--- src/rtl/base_edemux_stream_pkg.sv ---
// rtl/base_edemux_stream_pkg.sv - shared helpers for the encoded-destination stream demux
package base_edemux_stream_pkg;

  // First bit of channel k in a flattened ascending data bus of w bits per channel.
  function automatic int slice_base(input int k, input int w);
    return k * w;
  endfunction

endpackage

--- src/rtl/base_edemux_slot.sv ---
// rtl/base_edemux_slot.sv - one-entry valid/ready holding register for a single demux channel
module base_edemux_slot #(
  parameter int width = 1
) (
  input  logic             clk,
  input  logic             reset_n,
  input  logic             load,
  input  logic [0:width-1] in_d,
  output logic             in_ready,
  output logic             out_v,
  input  logic             out_r,
  output logic [0:width-1] out_d
);

  // A full entry can still take a new beat when it drains on the same edge.
  assign in_ready = ~out_v | out_r;

  always_ff @(posedge clk) begin
    if (!reset_n) begin
      out_v <= 1'b0;
      out_d <= '0;
    end else if (load) begin
      out_v <= 1'b1;
      out_d <= in_d;
    end else if (out_v && out_r) begin
      out_v <= 1'b0;
    end
  end

endmodule

--- src/rtl/base_edemux_stream.sv ---
// rtl/base_edemux_stream.sv - routes one input stream to one of `ways` output channels by encoded select
module base_edemux_stream
  import base_edemux_stream_pkg::*;
#(
  parameter int width     = 1,
  parameter int ways      = 2,
  parameter int sel_width = $clog2(ways)
) (
  input  logic                   clk,
  input  logic                   reset_n,
  input  logic                   i_v,
  output logic                   i_r,
  input  logic [0:sel_width-1]   i_sel,
  input  logic [0:width-1]       i_d,
  output logic [0:ways-1]        o_v,
  input  logic [0:ways-1]        o_r,
  output logic [0:width*ways-1]  o_d,
  output logic                   o_drop
);

  logic [0:ways-1] slot_ready;
  logic [0:ways-1] sel_hot;
  logic [0:ways-1] load;
  logic            in_range;
  logic            sel_ready;
  logic            accept;

  // Out-of-range selects decode to an all-zero one-hot and are always ready.
  always_comb begin
    sel_hot   = '0;
    in_range  = 1'b0;
    sel_ready = 1'b0;
    for (int k = 0; k < ways; k++) begin
      if (i_sel == sel_width'(k)) begin
        sel_hot[k] = 1'b1;
        in_range   = 1'b1;
        sel_ready  = slot_ready[k];
      end
    end
  end

  assign i_r    = reset_n & (~in_range | sel_ready);
  assign accept = i_v & i_r;
  assign load   = accept ? sel_hot : '0;

  always_ff @(posedge clk) begin
    if (!reset_n) begin
      o_drop <= 1'b0;
    end else begin
      o_drop <= accept & ~in_range;
    end
  end

  for (genvar k = 0; k < ways; k++) begin : g_slot
    localparam int base = slice_base(k, width);
    base_edemux_slot #(
      .width(width)
    ) u_slot (
      .clk      (clk),
      .reset_n  (reset_n),
      .load     (load[k]),
      .in_d     (i_d),
      .in_ready (slot_ready[k]),
      .out_v    (o_v[k]),
      .out_r    (o_r[k]),
      .out_d    (o_d[base +: width])
    );
  end

endmodule

--- config.mk ---
export PLATFORM = sky130hd
export DESIGN_NAME = base_edemux_stream
export DESIGN_NICKNAME = d
export VERILOG_FILES = /design/src/rtl/base_edemux_stream_pkg.sv /design/src/rtl/base_edemux_slot.sv /design/src/rtl/base_edemux_stream.sv
export SDC_FILE = /design/constraint.sdc
export NUM_CORES = 1
export LEC_CHECK = 0
export ABC_AREA = 1
export CAP_MARGIN = 40
export CORE_AREA = 2 2 39 41
export DETAILED_ROUTE_END_ITERATION = 7
export DIE_AREA = 0 0 41 43
export SYNTH_ARGS = -nofsm -noshare
export SYNTH_HDL_FRONTEND = slang
export SYNTH_SLANG_ARGS = --single-unit
export TNS_END_PERCENT = 10
--- constraint.sdc ---
create_clock -name clk -period 1.12 [get_ports clk]
set_input_delay 0.168 -clock clk [delete_from_list [all_inputs] [get_ports clk]]
set_output_delay 0.168 -clock clk [all_outputs]
set_load 0.02 [all_outputs]
==> results.md, run 1 <==
- The maximum number of pins on one net before global-route repair is 5.
- Counting every net in the synthesized netlist gives 43.
- The category of the worst setup path capture point is a primary output.
- At the worst endpoint, the arrival time is 0.94 ns.
- The final net count is 63.
- The maximum ir drop on the vdd rail is 306 uV.
- Traced cell by cell, the critical path runs through nand3_2 -> nand2_2 -> nor2_4 -> buf_6.
- Row generation in the floorplan step produced 14 rows.
- In the final routed layout, each cell accounts on average for 8.64 um.
- The slack of the worst reg-to-reg path is 0.14 ns.
- The count of fill cells added during filler insertion is 156.
- For this design the ratio of total power to cell area is 974 mW/mm^2.
- The detailed router finished its first iteration with 2 violations.
- The required time at the worst-slack endpoint is 0.95 ns.
- The category of the most critical setup path is reg -> out.
- For this run, the detailed router's first-pass iteration total came to 2.
- The antenna diode count is 0.
- In the final layout, the share of cells above drive strength 1 is 0.444.
- In the routed layout, each cell is associated on average with a via count of 3.70.
- In this run the number of H-tree levels came out at 1.
- Of the synthesized area, sequential elements account for 0.339.
- Clock-pin slew was measured on the worst setup and hold paths at 0.04 ns.
- The width of the die is 41 um.
- The congestion estimate from routability-driven global placement came to 0.627.
- During placement, the flow inserted port buffers numbering 11.
- The cell depth of the worst hold path is 5.
- The most common cell after layout, fill and taps aside is buf_4.
- The clock tree from TritonCTS is yes.
- The final routed wirelength across all metal layers is 605 um.
- The number of setup buffers added after CTS is 0.
- CTS placed an instance of clkbuf_4 at the clock tree root.
- Compared with the post-synthesis result, the final layout area differs by 90.5%.
- The sink of the worst hold path is g_slot[1].u_slot.out_v.
- The residual antenna-violating net count after detailed routing is 0.
- The max-cap violation count is 0.
- The starting utilization of the core area is 0.171.
- The final worst-path cycle share is 0.989.
- For the worst flop-to-flop path, the logic depth is 5.
- The first-pass GRT wire length is 848 um.
- The number of hold violations in the final report is 0.
- The number of global-route vias before repair came to 250.
- The number of antenna violations at the first check in global routing is 0.
- Dividing the synthesized area by the synthesized cell count gives 6.57 um^2.
- Synthesis produced a netlist whose cell count is 36.
- The startpoint identified for the worst register-to-register timing path is g_slot[1].u_slot.out_v.
- The path class of the tightest hold or removal check is in -> reg.
- The combined area of all synthesized cells is 236 um^2.
- Global routing finished with a remaining overflow of 0.
- The height of the die is 43 um.
- The global-route usage over all layers is 0.0772.
- The boundary pin count is 13.
- The highest clock frequency the design can meet is 0.903 GHz.
- The clock skew is 0.000300 ns.
- The number of warnings printed during yosys synthesis is 0.
- The core box area is 0.00138 mm^2.
- Setup violations remaining at the end of the flow were counted as 0.
- The tree built by TritonCTS fans out to 4 sinks.
- The count of unresolved DRC violations after routing is 0.
- After legalization and detailed placement, the total HPWL measured 434 um.
- The library cell contributing the largest single delay on the critical path is dfxtp_2.
- The filler-free cell count of the finished design is 70.
- Setup repair after global routing could not meet its margin everywhere.
- The flow ran to the end, and the final reports show no timing, DRC or antenna violations.
- For the worst-skew pair, the clock arrives at the later sink with an insertion delay of 0.24 ns.
- In the layout the commonest cells are buf_4 (9), nor2_1 (7), inv_1 (4), dlymetal6s2s_1 (4).
- The clock buffer count from CTS is 3.
- The number of placed instances, taps included is 67.
- The maximum root-to-sink buffer count is 2.
- The worst hold path begins at o_r[1].
- The number of pins with negative max-slew slack in the final report came to 0.
- The final period demand of the worst path is 1.11 ns.
- The count of vias placed by the detailed router is 259.
- The leakage power total is 0.253 nW.
- The die covers 0.00176 mm^2.
- The delay of the slowest cell on the worst path is 0.31 ns.
- The endpoint of the worst register-to-register path is g_slot[1].u_slot.out_d.
- STA classifies the critical path startpoint as a flop.
- The maximum net fanout on the critical path is 2.
- Setup total negative slack on the finished layout was measured at 0 ns.
- The number of synthesized register bits is 4.
- The number of distinct library cell variants in the gate-level netlist after synthesis is 10.
==> cell families after synthesis <==
logic type | after synthesis | share of synthesized area
AO/OA/AOI/OAI | 2 | 0.0423
buffers and inverters | 11 | 0.254
flip-flops | 4 | 0.339
other | 1 | 0.0159
AND/OR/NAND/NOR | 18 | 0.349
==> cell usage after synthesis (all sizes together) <==
| master | number | share of area |
|---|---|---|
| nor2 | 9 | 0.14 |
| inv | 6 | 0.095 |
| buf | 5 | 0.16 |
| dfxtp | 4 | 0.34 |
| nand2 | 4 | 0.063 |
| nand4 | 3 | 0.079 |
| a21oi | 2 | 0.042 |
| nand3 | 2 | 0.063 |
| conb | 1 | 0.016 |
==> metal layers <==
metal,vias up,GRT usage,wire (um)
met3,2,0.0314,41
met5,-,0,0
li1,142,-,-
met2,11,0.0969,285
met4,0,0.0800,18
met1,104,0.0895,259
==> sequential cells by signal, summed over array words and instances, names as in the netlist <==
name                 flops
g_slot.u_slot.out_d      2
g_slot.u_slot.out_v      2
==> area by class of cell <==
class                           count  area [um^2]  area share
Multi-Input combinational cell     21          121       0.269
Sequential cell                     4         81.3       0.181
Inverter                            6         22.5      0.0500
Clock buffer                        3         22.5      0.0500
Timing Repair Buffer               20          183       0.406
Tap cell                           16         20.0      0.0444
==> worst max-delay path, delay by kind of cell (launching register included) <==
kind,cells,cell delay (ns)
DFF,1,0.31
buffers and inverters,1,0.12
and+or+nand+nor,3,0.27
==> stage by stage <==
stage / setup WS [ns] / utilization / power, mW / instance area [um^2] / hold slack, ns
floorplan: 0.0243 / - / 0.199 / 236 / 0.289
global placement: -0.582 / 0.287 / 0.252 / 397 / 0.481
detailed placement: -0.596 / 0.287 / 0.253 / 397 / 0.480
CTS: -0.141 / 0.301 / 0.442 / 417 / 0.487
global route: -0.0446 / 0.325 / 0.460 / 450 / 0.397
finish: 0.0127 / 0.325 / 0.439 / 450 / 0.338
==> power breakdown <==
part | leakage (nW) | total [mW] | internal, mW | switching, mW
Clock | 0.0138 | 0.184 | 0.120 | 0.0638
Sequential | 0.0331 | 0.152 | 0.149 | 0.00312
Combinational | 0.206 | 0.102 | 0.0537 | 0.0486
==> how the worst max path moves through the flow <==
stage	slack, ns	endpoint	start
2_1_floorplan	0.02	g_slot[0].u_slot.out_d	g_slot[1].u_slot.out_v
3_3_place_gp	-0.58	i_r	o_r[1]
3_5_place_dp	-0.60	i_r	o_r[0]
4_1_cts	-0.14	i_r	o_r[0]
5_1_grt	-0.04	i_r	g_slot[1].u_slot.out_v
6_report	0.01	i_r	g_slot[1].u_slot.out_v
==> what timing repair did <==
action                                  CTS  global route
resized for setup                        13            16
pin swaps                                 0             1
endpoints found under the setup margin    5             5
hold buffers                              0             0
(Power assumes the default switching activity.)
==> inputs of run 2 (changes only) <==
--- a/config.mk
+++ b/config.mk
@@ -10,6 +10,7 @@
 export CORE_AREA = 2 2 39 41
 export DETAILED_ROUTE_END_ITERATION = 7
 export DIE_AREA = 0 0 41 43
+export REMOVE_ABC_BUFFERS = 1
 export SYNTH_ARGS = -nofsm -noshare
 export SYNTH_HDL_FRONTEND = slang
 export SYNTH_SLANG_ARGS = --single-unit
==> run 2 against run 1 <==
  * Wire length is 5.3% lower
  * Clock-buffer cell count stayed put
  * Core utilization is 0.63 points lower
  * Power is 1.6% lower
  * Clock power hardly changed
  * Design area is 1.9% lower
  * Global-route usage is 0.88 points lower
  * Critical path depth stayed put
  * Clock skew is 0.0033 ns higher
  * Register-to-register slack hardly changed
  * Sequential share of layout area is 0.36 points higher
  * Largest power group unchanged
==> results.md, run 2 (synthesis results as in run 1) <==
- The signal on the critical path passes through nand3_2 -> nand2_1 -> nor2_2 -> buf_6.
- The buffers plus inverters on the worst setup path is 1.
- Setup violations remaining at the end of the flow were counted as 0.
- The first-pass GRT wire length is 765 um.
- The detailed-route vias per instance is 3.58.
- The maximum ir drop on the vdd rail is 434 uV.
- Clock-pin slew was measured on the worst setup and hold paths at 0.04 ns.
- The starting utilization of the core area is 0.171.
- Entering global routing, the biggest net connects 5 pins.
- The antenna diode count is 0.
- The height of the die is 43 um.
- The count of unresolved DRC violations after routing is 0.
- The max-cap violation count is 0.
- Data arrives at the worst endpoint at 0.93 ns.
- Of all nets on the critical path, the largest fanout is 2.
- The quantity of hold-fixing buffers added after cts is 0.
- The number of antenna violations at the first check in global routing is 0.
- The count of vias placed by the detailed router is 254.
- The final weighted congestion in routability-driven placement is 0.708.
- For this block, the initial DRC count from the detailed router was 1.
- Dividing total power by cell area gives a power density of 977 mW/mm^2.
- The row count is 14.
- The final net count is 64.
- The die covers 0.00176 mm^2.
- TritonCTS built the clock tree.
- For the worst-skew pair, the clock arrives at the later sink with an insertion delay of 0.23 ns.
- In this run the horizontal extent of the chip is 41 um.
- The core region is 0.00138 mm^2.
- The library cell contributing the largest single delay on the critical path is dfxtp_2.
- Setup slack on the critical path of the routed design comes to 0.0258 ns.
- Data on the critical path is required at its endpoint by 0.95 ns.
- Setup repair after global routing could not meet its margin everywhere.
- The first-pass detailed-route iteration total is 2.
- The top cell types in the final layout, fill and taps aside, are buf_4 (10), nor2_1 (7), inv_1 (4).
- The half-perimeter wire length after detailed placement is 472 um.
- The residual antenna-violating net count after detailed routing is 0.
- Overall power consumption after layout is estimated at 432 uW.
- The number of global-route vias before repair came to 199.
- The tightest min-delay check is of the in -> reg type.
- The highest clock frequency the design can meet is 0.914 GHz.
- Clock tree synthesis found a total of 4 sinks.
- The number of pins with negative max-slew slack in the final report is 0.
- The count of input and output buffers is 11.
- The delay of the slowest cell on the worst path is 0.32 ns.
- The final period demand of the worst path is 1.09 ns.
- The worst slack at placement is -0.590 ns.
- The sort of element at the start of the critical path is a flop.
- The maximum root-to-sink buffer count is 2.
- The largest registers in the layout are g_slot.u_slot.out_d x2, g_slot.u_slot.out_v x2.
- The final routed wirelength across all metal layers is 573 um.
- The total overflow left after global routing is 0.
- Across every metal layer, demand over resource in global routing totals 0.0683.
- The category of the most critical setup path is reg -> out.
- Of the cells placed in the final design, the portion with a size suffix greater than 1 is 0.436.
- The category of the worst setup path capture point is a primary output.
- During I/O placement, the number of pins put on the boundary was 13.
- Between clock sinks in the finished design, the worst skew comes to 0.00361 ns.
- The leakage power total is 0.248 nW.
- The worst hold slack is 0.339 ns.
- In the finished design, the share of the clock period the worst path needs comes to 0.977.
- The tree is rooted in a clkbuf_4.
- In this run, CTS created clock tree buffers numbering 3.
- In this run the number of H-tree levels came out at 1.
- The run finished with clean final reports.
- The area growth from synthesis to layout is 86.8%.
- The number of hold violations in the final report is 0.
- Leaving out fill and tap cells, the most frequent cell in the layout is buf_4.
- The routed length per placed instance is 8.07 um.
- The cell class contributing the biggest share of worst-path delay is flip-flops.
-- run 2: changes by cell type in the layout (fill, tap and decap cells not counted) --
cell	delta
dlymetal6s2s_1	-1
nand2_2	-1
nand2_1	+1
nor2_4	-2
dlygate4sd2_1	+1
buf_4	+1
nor2_2	+2
-- run 2: report_power, final --
group / total [mW] / switching [mW] / internal (mW) / leakage [nW]
combinational: 0.0978 / 0.0462 / 0.0516 / 0.201
sequential: 0.152 / 0.00299 / 0.149 / 0.0331
clock: 0.182 / 0.0615 / 0.120 / 0.0138
total: 0.432 / 0.111 / 0.321 / 0.248
-- run 2: worst paths after layout --
path                                              from                endpoint  slack [ns]  cells past startpoint
worst min register to register  g_slot[0].u_slot.out_d  g_slot[0].u_slot.out_d        0.48                      2
worst min-delay path                            o_r[1]  g_slot[1].u_slot.out_v        0.34                      5
worst max-delay path            g_slot[1].u_slot.out_v                     i_r        0.03                      4
worst max register to register  g_slot[1].u_slot.out_v  g_slot[1].u_slot.out_d        0.14                      5
-- run 2: through the flow --
| stage | TNS (ns) | utilization | cells | area, um^2 |
|---|---|---|---|---|
| 6_report | 0 | 0.319 | 71 | 442 |
| 5_1_grt | -0.0225 | 0.319 | 71 | 442 |
| 3_5_place_dp | -1.32 | 0.292 | 68 | 404 |
| 3_3_place_gp | -1.24 | 0.292 | 68 | 404 |
| 2_1_floorplan | -0.0733 | - | 31 | 199 |
| 4_1_cts | -0.135 | 0.306 | 71 | 423 |
-- run 2: per-layer routing --
| metal | share of wire | track usage | wire, um | vias to the layer above |
|---|---|---|---|---|
| met1 | 0.50 | 0.0935 | 284 | 102 |
| met3 | 0.089 | 0.0366 | 51 | 0 |
| met5 | 0 | 0 | 0 | - |
| li1 | - | - | - | 144 |
| met4 | 0 | 0.0600 | 0 | 0 |
| met2 | 0.41 | 0.0719 | 237 | 8 |
-- run 2: worst register-to-register path, stage by stage, from the launching register on --
cell and delay, ns:
dfxtp_2 0.32, buf_4 0.13, nand2_1 0.08, nand4_1 0.13, a21oi_1 0.17, nor2_1 0.05
-- run 2: repair_timing --
action | CTS | global route
pin swaps | 0 | 2
gates cloned | 0 | 0
setup endpoints to repair | 5 | 3
buffers inserted | 0 | 0
resized for setup | 14 | 12
-- run 2: final cells by class --
cell class | instances | area [um^2]
Multi-Input combinational cell | 21 | 109
Clock buffer | 3 | 22.5
Timing Repair Buffer | 21 | 186
Inverter | 6 | 22.5
Tap cell | 16 | 20.0
Sequential cell | 4 | 81.3
Fill cell | 147 | 942
